**src/rtl/bayer_mosaicing.sv**
```systemverilog
// RGB to Bayer RAW mosaicing for AXI4-Stream video.
// The colour is picked by pixel parity and CFA pattern, then passes through an output register backed by a skid register.
module bayer_mosaicing #(
    parameter int RAW_PX_WIDTH      = 10,
    parameter int RGB_TDATA_WIDTH   = 32,
    parameter int RGB_TDATA_WIDTH_B = 4,
    parameter int RAW_TDATA_WIDTH   = 16,
    parameter int RAW_TDATA_WIDTH_B = 2
) (
    input  logic                         clk_i,
    input  logic                         rst_i,
    input  logic [1:0]                   pattern_i,
    input  logic [RGB_TDATA_WIDTH-1:0]   rgb_tdata_i,
    input  logic [RGB_TDATA_WIDTH_B-1:0] rgb_tstrb_i,
    input  logic [RGB_TDATA_WIDTH_B-1:0] rgb_tkeep_i,
    input  logic                         rgb_tvalid_i,
    input  logic                         rgb_tlast_i,
    input  logic                         rgb_tuser_i,
    input  logic                         rgb_tid_i,
    input  logic                         rgb_tdest_i,
    output logic                         rgb_tready_o,
    output logic [RAW_TDATA_WIDTH-1:0]   raw_tdata_o,
    output logic [RAW_TDATA_WIDTH_B-1:0] raw_tstrb_o,
    output logic [RAW_TDATA_WIDTH_B-1:0] raw_tkeep_o,
    output logic                         raw_tvalid_o,
    output logic                         raw_tlast_o,
    output logic                         raw_tuser_o,
    output logic                         raw_tid_o,
    output logic                         raw_tdest_o,
    input  logic                         raw_tready_i
);
    localparam int P = RAW_PX_WIDTH;

    typedef struct packed {
        logic [RAW_TDATA_WIDTH-1:0] data;
        logic                       last;
        logic                       user;
        logic                       id;
        logic                       dest;
    } beat_t;

    beat_t      out_q, out_d, skid_q, skid_d, in_beat;
    logic       out_valid_q, out_valid_d;
    logic       skid_valid_q, skid_valid_d;
    logic       ready_q, ready_d;
    logic       col_par_q, col_par_d, row_par_q, row_par_d;
    logic [1:0] act_pattern_q, act_pattern_d;

    logic       accept, out_stall;
    logic       cur_col, cur_row;
    logic [1:0] cur_pat, sel;
    logic [P-1:0] pix;

    logic unused_inputs;
    assign unused_inputs = ^{rgb_tstrb_i, rgb_tkeep_i, rgb_tdata_i};

    assign accept    = rgb_tvalid_i & ready_q;
    assign out_stall = out_valid_q & ~raw_tready_i;

    // A start-of-frame beat is pixel (0,0) and already uses the freshly sampled pattern.
    always_comb begin
        cur_col = rgb_tuser_i ? 1'b0 : col_par_q;
        cur_row = rgb_tuser_i ? 1'b0 : row_par_q;
        cur_pat = rgb_tuser_i ? pattern_i : act_pattern_q;
        // XOR with the pattern maps every CFA onto RGGB: 00 is red, 11 is blue.
        sel = {cur_row, cur_col} ^ cur_pat;
        case (sel)
            2'b00:   pix = rgb_tdata_i[3*P-1:2*P];
            2'b11:   pix = rgb_tdata_i[P-1:0];
            default: pix = rgb_tdata_i[2*P-1:P];
        endcase
        in_beat           = '0;
        in_beat.data[P-1:0] = pix;
        in_beat.last      = rgb_tlast_i;
        in_beat.user      = rgb_tuser_i;
        in_beat.id        = rgb_tid_i;
        in_beat.dest      = rgb_tdest_i;
    end

    always_comb begin
        col_par_d     = col_par_q;
        row_par_d     = row_par_q;
        act_pattern_d = act_pattern_q;
        if (accept) begin
            act_pattern_d = cur_pat;
            if (rgb_tlast_i) begin
                col_par_d = 1'b0;
                row_par_d = ~cur_row;
            end else begin
                col_par_d = ~cur_col;
                row_par_d = cur_row;
            end
        end
    end

    // The skid register only fills while the output is stalled; it always drains first.
    always_comb begin
        out_d        = out_q;
        out_valid_d  = out_valid_q;
        skid_d       = skid_q;
        skid_valid_d = skid_valid_q;
        if (!out_stall) begin
            if (skid_valid_q) begin
                out_d        = skid_q;
                out_valid_d  = 1'b1;
                skid_valid_d = 1'b0;
            end else begin
                out_valid_d = accept;
                if (accept) begin
                    out_d = in_beat;
                end
            end
        end else if (accept) begin
            skid_d       = in_beat;
            skid_valid_d = 1'b1;
        end
        ready_d = ~skid_valid_d;
    end

    always_ff @(posedge clk_i) begin
        if (rst_i) begin
            out_q         <= '0;
            out_valid_q   <= 1'b0;
            skid_q        <= '0;
            skid_valid_q  <= 1'b0;
            ready_q       <= 1'b0;
            col_par_q     <= 1'b0;
            row_par_q     <= 1'b0;
            act_pattern_q <= 2'd0;
        end else begin
            out_q         <= out_d;
            out_valid_q   <= out_valid_d;
            skid_q        <= skid_d;
            skid_valid_q  <= skid_valid_d;
            ready_q       <= ready_d;
            col_par_q     <= col_par_d;
            row_par_q     <= row_par_d;
            act_pattern_q <= act_pattern_d;
        end
    end

    assign rgb_tready_o = ready_q;
    assign raw_tvalid_o = out_valid_q;
    assign raw_tdata_o  = out_q.data;
    assign raw_tlast_o  = out_q.last;
    assign raw_tuser_o  = out_q.user;
    assign raw_tid_o    = out_q.id;
    assign raw_tdest_o  = out_q.dest;

    generate
        for (genvar gi = 0; gi < RAW_TDATA_WIDTH_B; gi++) begin : g_strb
            assign raw_tstrb_o[gi] = out_valid_q;
            assign raw_tkeep_o[gi] = out_valid_q;
        end
    endgenerate
endmodule

```
**config.mk**
```make
export PLATFORM = sky130hd
export DESIGN_NAME = bayer_mosaicing
export DESIGN_NICKNAME = d
export VERILOG_FILES = /design/src/rtl/bayer_mosaicing.sv
export SDC_FILE = /design/constraint.sdc
export NUM_CORES = 1
export LEC_CHECK = 0
export ABC_AREA = 1
export CAP_MARGIN = 20
export CORE_ASPECT_RATIO = 0.75
export CORE_UTILIZATION = 40
export CTS_CLUSTER_SIZE = 14
export DETAILED_ROUTE_END_ITERATION = 12
export GPL_TIMING_DRIVEN = 0
export PLACE_DENSITY = 0.76
export SYNTH_ARGS = -nofsm -noshare
export SYNTH_HDL_FRONTEND = slang
export SYNTH_SLANG_ARGS = --single-unit
```
**constraint.sdc**
```tcl
create_clock -name clk_i -period 1.8 [get_ports clk_i]
set_input_delay 0.36 -clock clk_i [delete_from_list [all_inputs] [get_ports clk_i]]
set_output_delay 0.36 -clock clk_i [all_outputs]
set_load 0.02 [all_outputs]
```
Yosys cells after proc, flatten, opt, wreduce, memory -nomap -nowiden
Index checks and enable logic that the tools add are counted.
W data, S select, Z words.
- muxes and demuxes: 11
- reduce and logical (&&, ||, !) cells: 4
- bitwise operators: 8
- equality and inequality tests: 1
- operators with widths (operator ; count):
    $mux W20 ; 2
    $pmux W10 S2 ; 1
    $mux W1 ; 7
    $not A1 Y1 ; 5
    $reduce_and A2 Y1 ; 2
    $and A1 B1 Y1 ; 2
    $eq A2 B2 Y1 const B ; 1
    $logic_not A2 Y1 ; 1
    $mux W2 ; 1
    $reduce_bool A2 Y1 ; 1
    $xor A2 B2 Y2 ; 1
- flip-flop bits (word level): 41
- logic and storage cells: 40
- output and inout port bits: 26

Logic depth before layout (Yosys ltp)
- word-level depth: 6
- depth in mapped cells: 9

Worst setup path before layout
OpenSTA, ideal clock, no wires.
- kind: input-to-reg
- start point: input rgb_tuser_i
- end point: register skid_q[10] in the netlist's numbering
- stages on the path: 8
- path buffers: 1
- path slack: 0.032 ns
- arrival: 1.654 ns
- setup time: 0.115 ns
- cell sequence: or2_2 > o21ai_2 > xor2_1 > ha_1 > clkbuf_1 > nand2_1 > a21oi_2 > nor2_1
- cells in the longest elaborated chain, start to end: 4
- elaborated cells between the ends (all ways): 7
- RTL lines (item ; RTL line ; source):
    start: declaration ; 18 ; input logic rgb_tuser_i,
    $mux W1, or another cell as far along ; 62 ; cur_col = rgb_tuser_i ? 1'b0 : col_par_q;
    $xor A2 B2 Y2 (*) ; 66 ; sel = {cur_row, cur_col} ^ cur_pat;
    $eq A2 B2 Y1 or $logic_not A2 Y1 (tied branches) ; 67 ; case (sel)
    $pmux W10 S2 (*) ; 67 ;
    end signal: assignment ; 133 ; skid_q <= skid_d;
    end: declaration ; 42 ; beat_t out_q, out_d, skid_q, skid_d, in_beat;
Every way passes the cells marked *; elsewhere a longest branch is shown, timed or not.
A chain may end at the register's enable or synchronous reset.

Final worst setup path
- start point: input pattern_i[1]
- end point: register out_q, in the netlist raw_tdata_o[6]
- cells in the longest elaborated chain, start to end: 6
- elaborated cells between the ends (all ways): 7
- RTL lines (item ; RTL line ; source):
    start: declaration ; 12 ; input logic [1:0] pattern_i,
    $mux W2 (*) ; 64 ; cur_pat = rgb_tuser_i ? pattern_i : act_pattern_q;
    $xor A2 B2 Y2 (*) ; 66 ;
    $eq A2 B2 Y1 or $logic_not A2 Y1 (tied branches) ; 67 ;
    $pmux W10 S2 (*) ; 67 ;
    $mux W20 (*) ; 109 ; if (accept) begin
    $mux W20 (*) ; 103 ; if (skid_valid_q) begin
    end signal: assignment ; 131 ; out_q <= out_d;
    end: declaration ; 42 ;
Every way passes the cells marked *; elsewhere a longest branch is shown, timed or not. The select of a mux whose other input is x is not followed.

==> run summary <==
The number of cells on the worst reg-to-reg path is 9. Summing every instance area after synthesis gives 2030 sq um. After detailed placement, the design holds a cell count of 421.

The depth of the worst hold-timing path came out at 3. The floorplan has 22 rows. Setup violations remaining at the end of the flow were counted as 3. The post-synthesis adder-cell area fraction is 1.23%.

Buffers placed on the I/O ports in this run total 59. Startpoint of the worst register-to-register path: act_pattern_q[1]. The pre-antenna-repair detailed-routing pass consisted of 9 iterations. The sequential area share after synthesis was 34.4%; the fraction of layout instances using a drive strength above 1 was 20.5%.

The share of the clock period used by the worst path was 101%; the initial antenna violation count was 0. The tools report the capturing point of the worst reg2reg path as raw_tdata_o[6]. For hold timing, the worst endpoint is skid_q[2]. Final worst setup slack: -0.0205 ns. Setup repair after global routing could not meet its margin everywhere. The number of flip-flops in the largest register works out to 14. Required time reported for the critical path endpoint: 2.02 ns.

Relative to the synthesized area, the layout overhead comes to 42.3%. The die is 84.4 microns wide. The tools report the first-pass GRT wire length as 7380 microns. Buffers inserted during clock tree synthesis total 5.

The remaining design rule violation count came out at 10. The number of buffers on the longest clock path came out at 2. Number of hold-slack violations in the final timing report: 0. The synthesized netlist devotes 16.7% of its cell area to compound gates. In this run the worst path has a maximum fanout of 10.

OpenSTA, run right after detailed placement, puts the worst setup slack at -0.761 ns. After layout, the minimum clock period comes to 1.82 ns. For the max-cap violation count, the log shows 0. The tools report the leakage dissipation as 1.39 nW. The global router's overall resource usage was 17.7%; the cell area power density was 725 nW/um^2.

The synthesized netlist devotes 1.72% of its cell area to XOR and XNOR gates. Across all register-to-register paths, the minimum setup slack is 0.01 ns. The detailed router finished its first iteration with 77 violations. After clock tree synthesis, the clock-pin slew on the worst setup and hold paths is 0.08 ns. Measured against the total synthesized area, the mux share comes to 0%. In this run, post-CTS hold repair placed 0 buffers.

The kind of path behind the tightest hold check is in2reg. The initial utilization of the core area, before any placement, comes to 41.5%. The logs give 0 for the number of antenna diodes and 0.549 GHz for the top achievable clock speed.

Number of global-route vias before repair: 1538. Leaving out filler cells and counting taps, the final layout contains 430. After routing the design area is 2900 sq um. Commonest non-fill, non-tap cell in the layout: sky130_fd_sc_hd__nand2_1.

The run finished, with violations left. In this run the cell area measured after placement is 2720 sq um. In this run the most critical hold path is launched from rgb_tuser_i. In the routed layout, each cell is associated on average with a via count of 4.52.

The tools report the remaining antenna violation count after routing as 0. Across the VDD grid, the largest voltage drop is 0.000406 V. The final reports fail on DRC, setup timing. The worst setup path is launched from an input port.

The total area inside the core boundary comes to 4900 sq um. The total count of max-transition violations in the final report was 0; the average instance area after synthesis was 6.85 sq um. The tools report the overall die area as 5380 sq um.

The setup skew after layout was 0.0104 ns. Entering global routing, the biggest net connects 13 pins. The clock tree synthesis step divided the H-tree into 2 levels.

At the end of the flow, the number of nets in the layout was 421. The critical path is of the in2reg type. Sorting the synthesized cells by area gives the leading types as sky130_fd_sc_hd__dfxtp_1 (34%), sky130_fd_sc_hd__nand2_1 (13%), sky130_fd_sc_hd__inv_1 (6.8%). During synthesis, Yosys emitted a total of 0 warnings.

The largest area contributor in the netlist is sky130_fd_sc_hd__dfxtp_1. In the final routed layout, each cell accounts on average for 11.5 microns. Global routing finished with a remaining overflow of 0. The tools report the number of filler instances in the final layout as 457. The tools report the sink count of the clock tree as 35.

In this run the vertical extent of the chip is 63.8 microns. The routed layout has 1945 vias. Register with the most flip-flops: skid_q.

TritonCTS built the clock tree. The later pin in the worst-skew pair is clocked with a latency of 0.29 ns. At the end of routability-driven placement, the weighted congestion stood at 0.794. The simple-gate share of the synthesized area is 30.0%. The run gives 28 as the count of different cell masters after synthesis. The arrival time of data at the critical path endpoint is 2.04 ns, and the gate count of the mapped netlist is 297.

CTS placed an instance of sky130_fd_sc_hd__clkbuf_8 at the clock tree root. By area, the combinational part of the netlist is dominated by simple AND/OR/NAND/NOR gates. Pin placement for this block handled 76 I/O pins. In the layout the commonest cells are sky130_fd_sc_hd__nand2_1 (72), sky130_fd_sc_hd__clkdlybuf4s50_1 (56), sky130_fd_sc_hd__inv_1 (36), sky130_fd_sc_hd__dfxtp_1 (34), sky130_fd_sc_hd__nor2_1 (28). The wire-length estimate of the detail-placed layout is 3620 microns. In this run, synthesis produced a sequential element count of 35.

The worst setup path is captured at a register. The area share of the leading cell type in the synthesized netlist came out at 34.4%. After detailed routing, the total wire length is 4960 microns.
-- worst max path at each step --
stage,startpoint,to,slack (ns),cells past startpoint
3_5_place_dp,rgb_tuser_i,raw_tdata_o[3],-0.76,9
3_3_place_gp,rgb_tuser_i,raw_tdata_o[2],-0.73,9
5_1_grt,pattern_i[1],raw_tdata_o[5],-0.08,9
4_1_cts,act_pattern_q[0],raw_tdata_o[5],0.0005,8
2_1_floorplan,rgb_tuser_i,skid_q[10],0.03,8
6_report,pattern_i[1],raw_tdata_o[6],-0.02,9
-- routing by layer --
metal  vias to the layer above  wire length, microns  track usage (%)  share of wire (%)
met5                         -                     0                0                  0
met4                         0                    31             6.36               0.63
met3                         4                   372             4.26                7.5
met2                        74                  2120             25.7                 43
met1                       820                  2430             25.6                 49
li1                       1047                     -                -                  -
-- final cells by class --
cell class	instances	area [sq um]	share of cell area, %
Clock inverter	3	20.0	0.691
Multi-Input combinational cell	204	1080	37.4
Inverter	40	160	5.53
Buffer	22	174	6.01
Sequential cell	35	702	24.2
Timing Repair Buffer	61	612	21.1
Clock buffer	5	68.8	2.38
Tap cell	60	75.1	2.59
-- synth_stat cells --
master / number
sky130_fd_sc_hd__a21oi_1: 14
sky130_fd_sc_hd__a21oi_2: 15
sky130_fd_sc_hd__buf_2: 7
sky130_fd_sc_hd__buf_4: 11
sky130_fd_sc_hd__buf_6: 4
sky130_fd_sc_hd__clkbuf_1: 1
sky130_fd_sc_hd__clkinv_1: 1
sky130_fd_sc_hd__conb_1: 1
sky130_fd_sc_hd__dfxtp_1: 35
sky130_fd_sc_hd__ha_1: 2
sky130_fd_sc_hd__inv_1: 37
sky130_fd_sc_hd__inv_2: 1
sky130_fd_sc_hd__inv_6: 1
sky130_fd_sc_hd__nand2_1: 72
sky130_fd_sc_hd__nand2_2: 1
sky130_fd_sc_hd__nand2_4: 2
sky130_fd_sc_hd__nand2_8: 1
sky130_fd_sc_hd__nand3_1: 20
sky130_fd_sc_hd__nor2_1: 28
sky130_fd_sc_hd__nor2_2: 9
sky130_fd_sc_hd__nor2_4: 1
sky130_fd_sc_hd__nor3_1: 1
sky130_fd_sc_hd__o21ai_0: 11
sky130_fd_sc_hd__o21ai_1: 13
sky130_fd_sc_hd__o21ai_2: 2
sky130_fd_sc_hd__or2_2: 2
sky130_fd_sc_hd__xnor2_1: 1
sky130_fd_sc_hd__xor2_1: 3
-- logic make-up after synthesis --
| group | Yosys count |
|---|---|
| adder cells (fa/ha/maj) | 2 |
| AO/OA/AOI/OAI | 55 |
| XOR/XNOR | 4 |
| buffers and inverters | 63 |
| AND/OR/NAND/NOR | 137 |
| flip-flops | 35 |
| other | 1 |
-- what timing repair did --
action	in CTS	in global routing
endpoints found under the setup margin	24	22
buffers inserted	0	1
gates resized for setup	14	7
gates cloned	1	0
pin swaps	4	3
-- stage by stage --
stage | TNS (ns) | utilization, % | hold WS, ns | total power (W)
floorplan | 0 | - | 0.429 | 0.00124
global placement | -13.89 | 55.5 | 0.465 | 0.00147
detailed placement | -14.69 | 55.5 | 0.474 | 0.00148
CTS | 0 | 58.1 | 0.483 | 0.00207
global route | -0.444 | 59.1 | 0.504 | 0.00221
finish | -0.0550 | 59.1 | 0.479 | 0.00210
-- where the power goes --
part           switching (W)  internal, W  total (W)
Sequential         0.0000217     0.000816   0.000837
Clock               0.000301     0.000269   0.000570
Combinational       0.000378     0.000312   0.000690
-- worst max-delay path: stages --
cell                              delay (ns)
sky130_fd_sc_hd__clkdlybuf4s50_1        0.47
sky130_fd_sc_hd__o21ai_4                0.23
sky130_fd_sc_hd__xor2_1                 0.18
sky130_fd_sc_hd__ha_1                   0.19
sky130_fd_sc_hd__buf_4                  0.16
sky130_fd_sc_hd__nand2_1                0.06
sky130_fd_sc_hd__nand3_1                0.13
sky130_fd_sc_hd__nand3_1                0.13
sky130_fd_sc_hd__a21oi_2                0.13
Note: power is estimated with default switching activity, not from simulation.
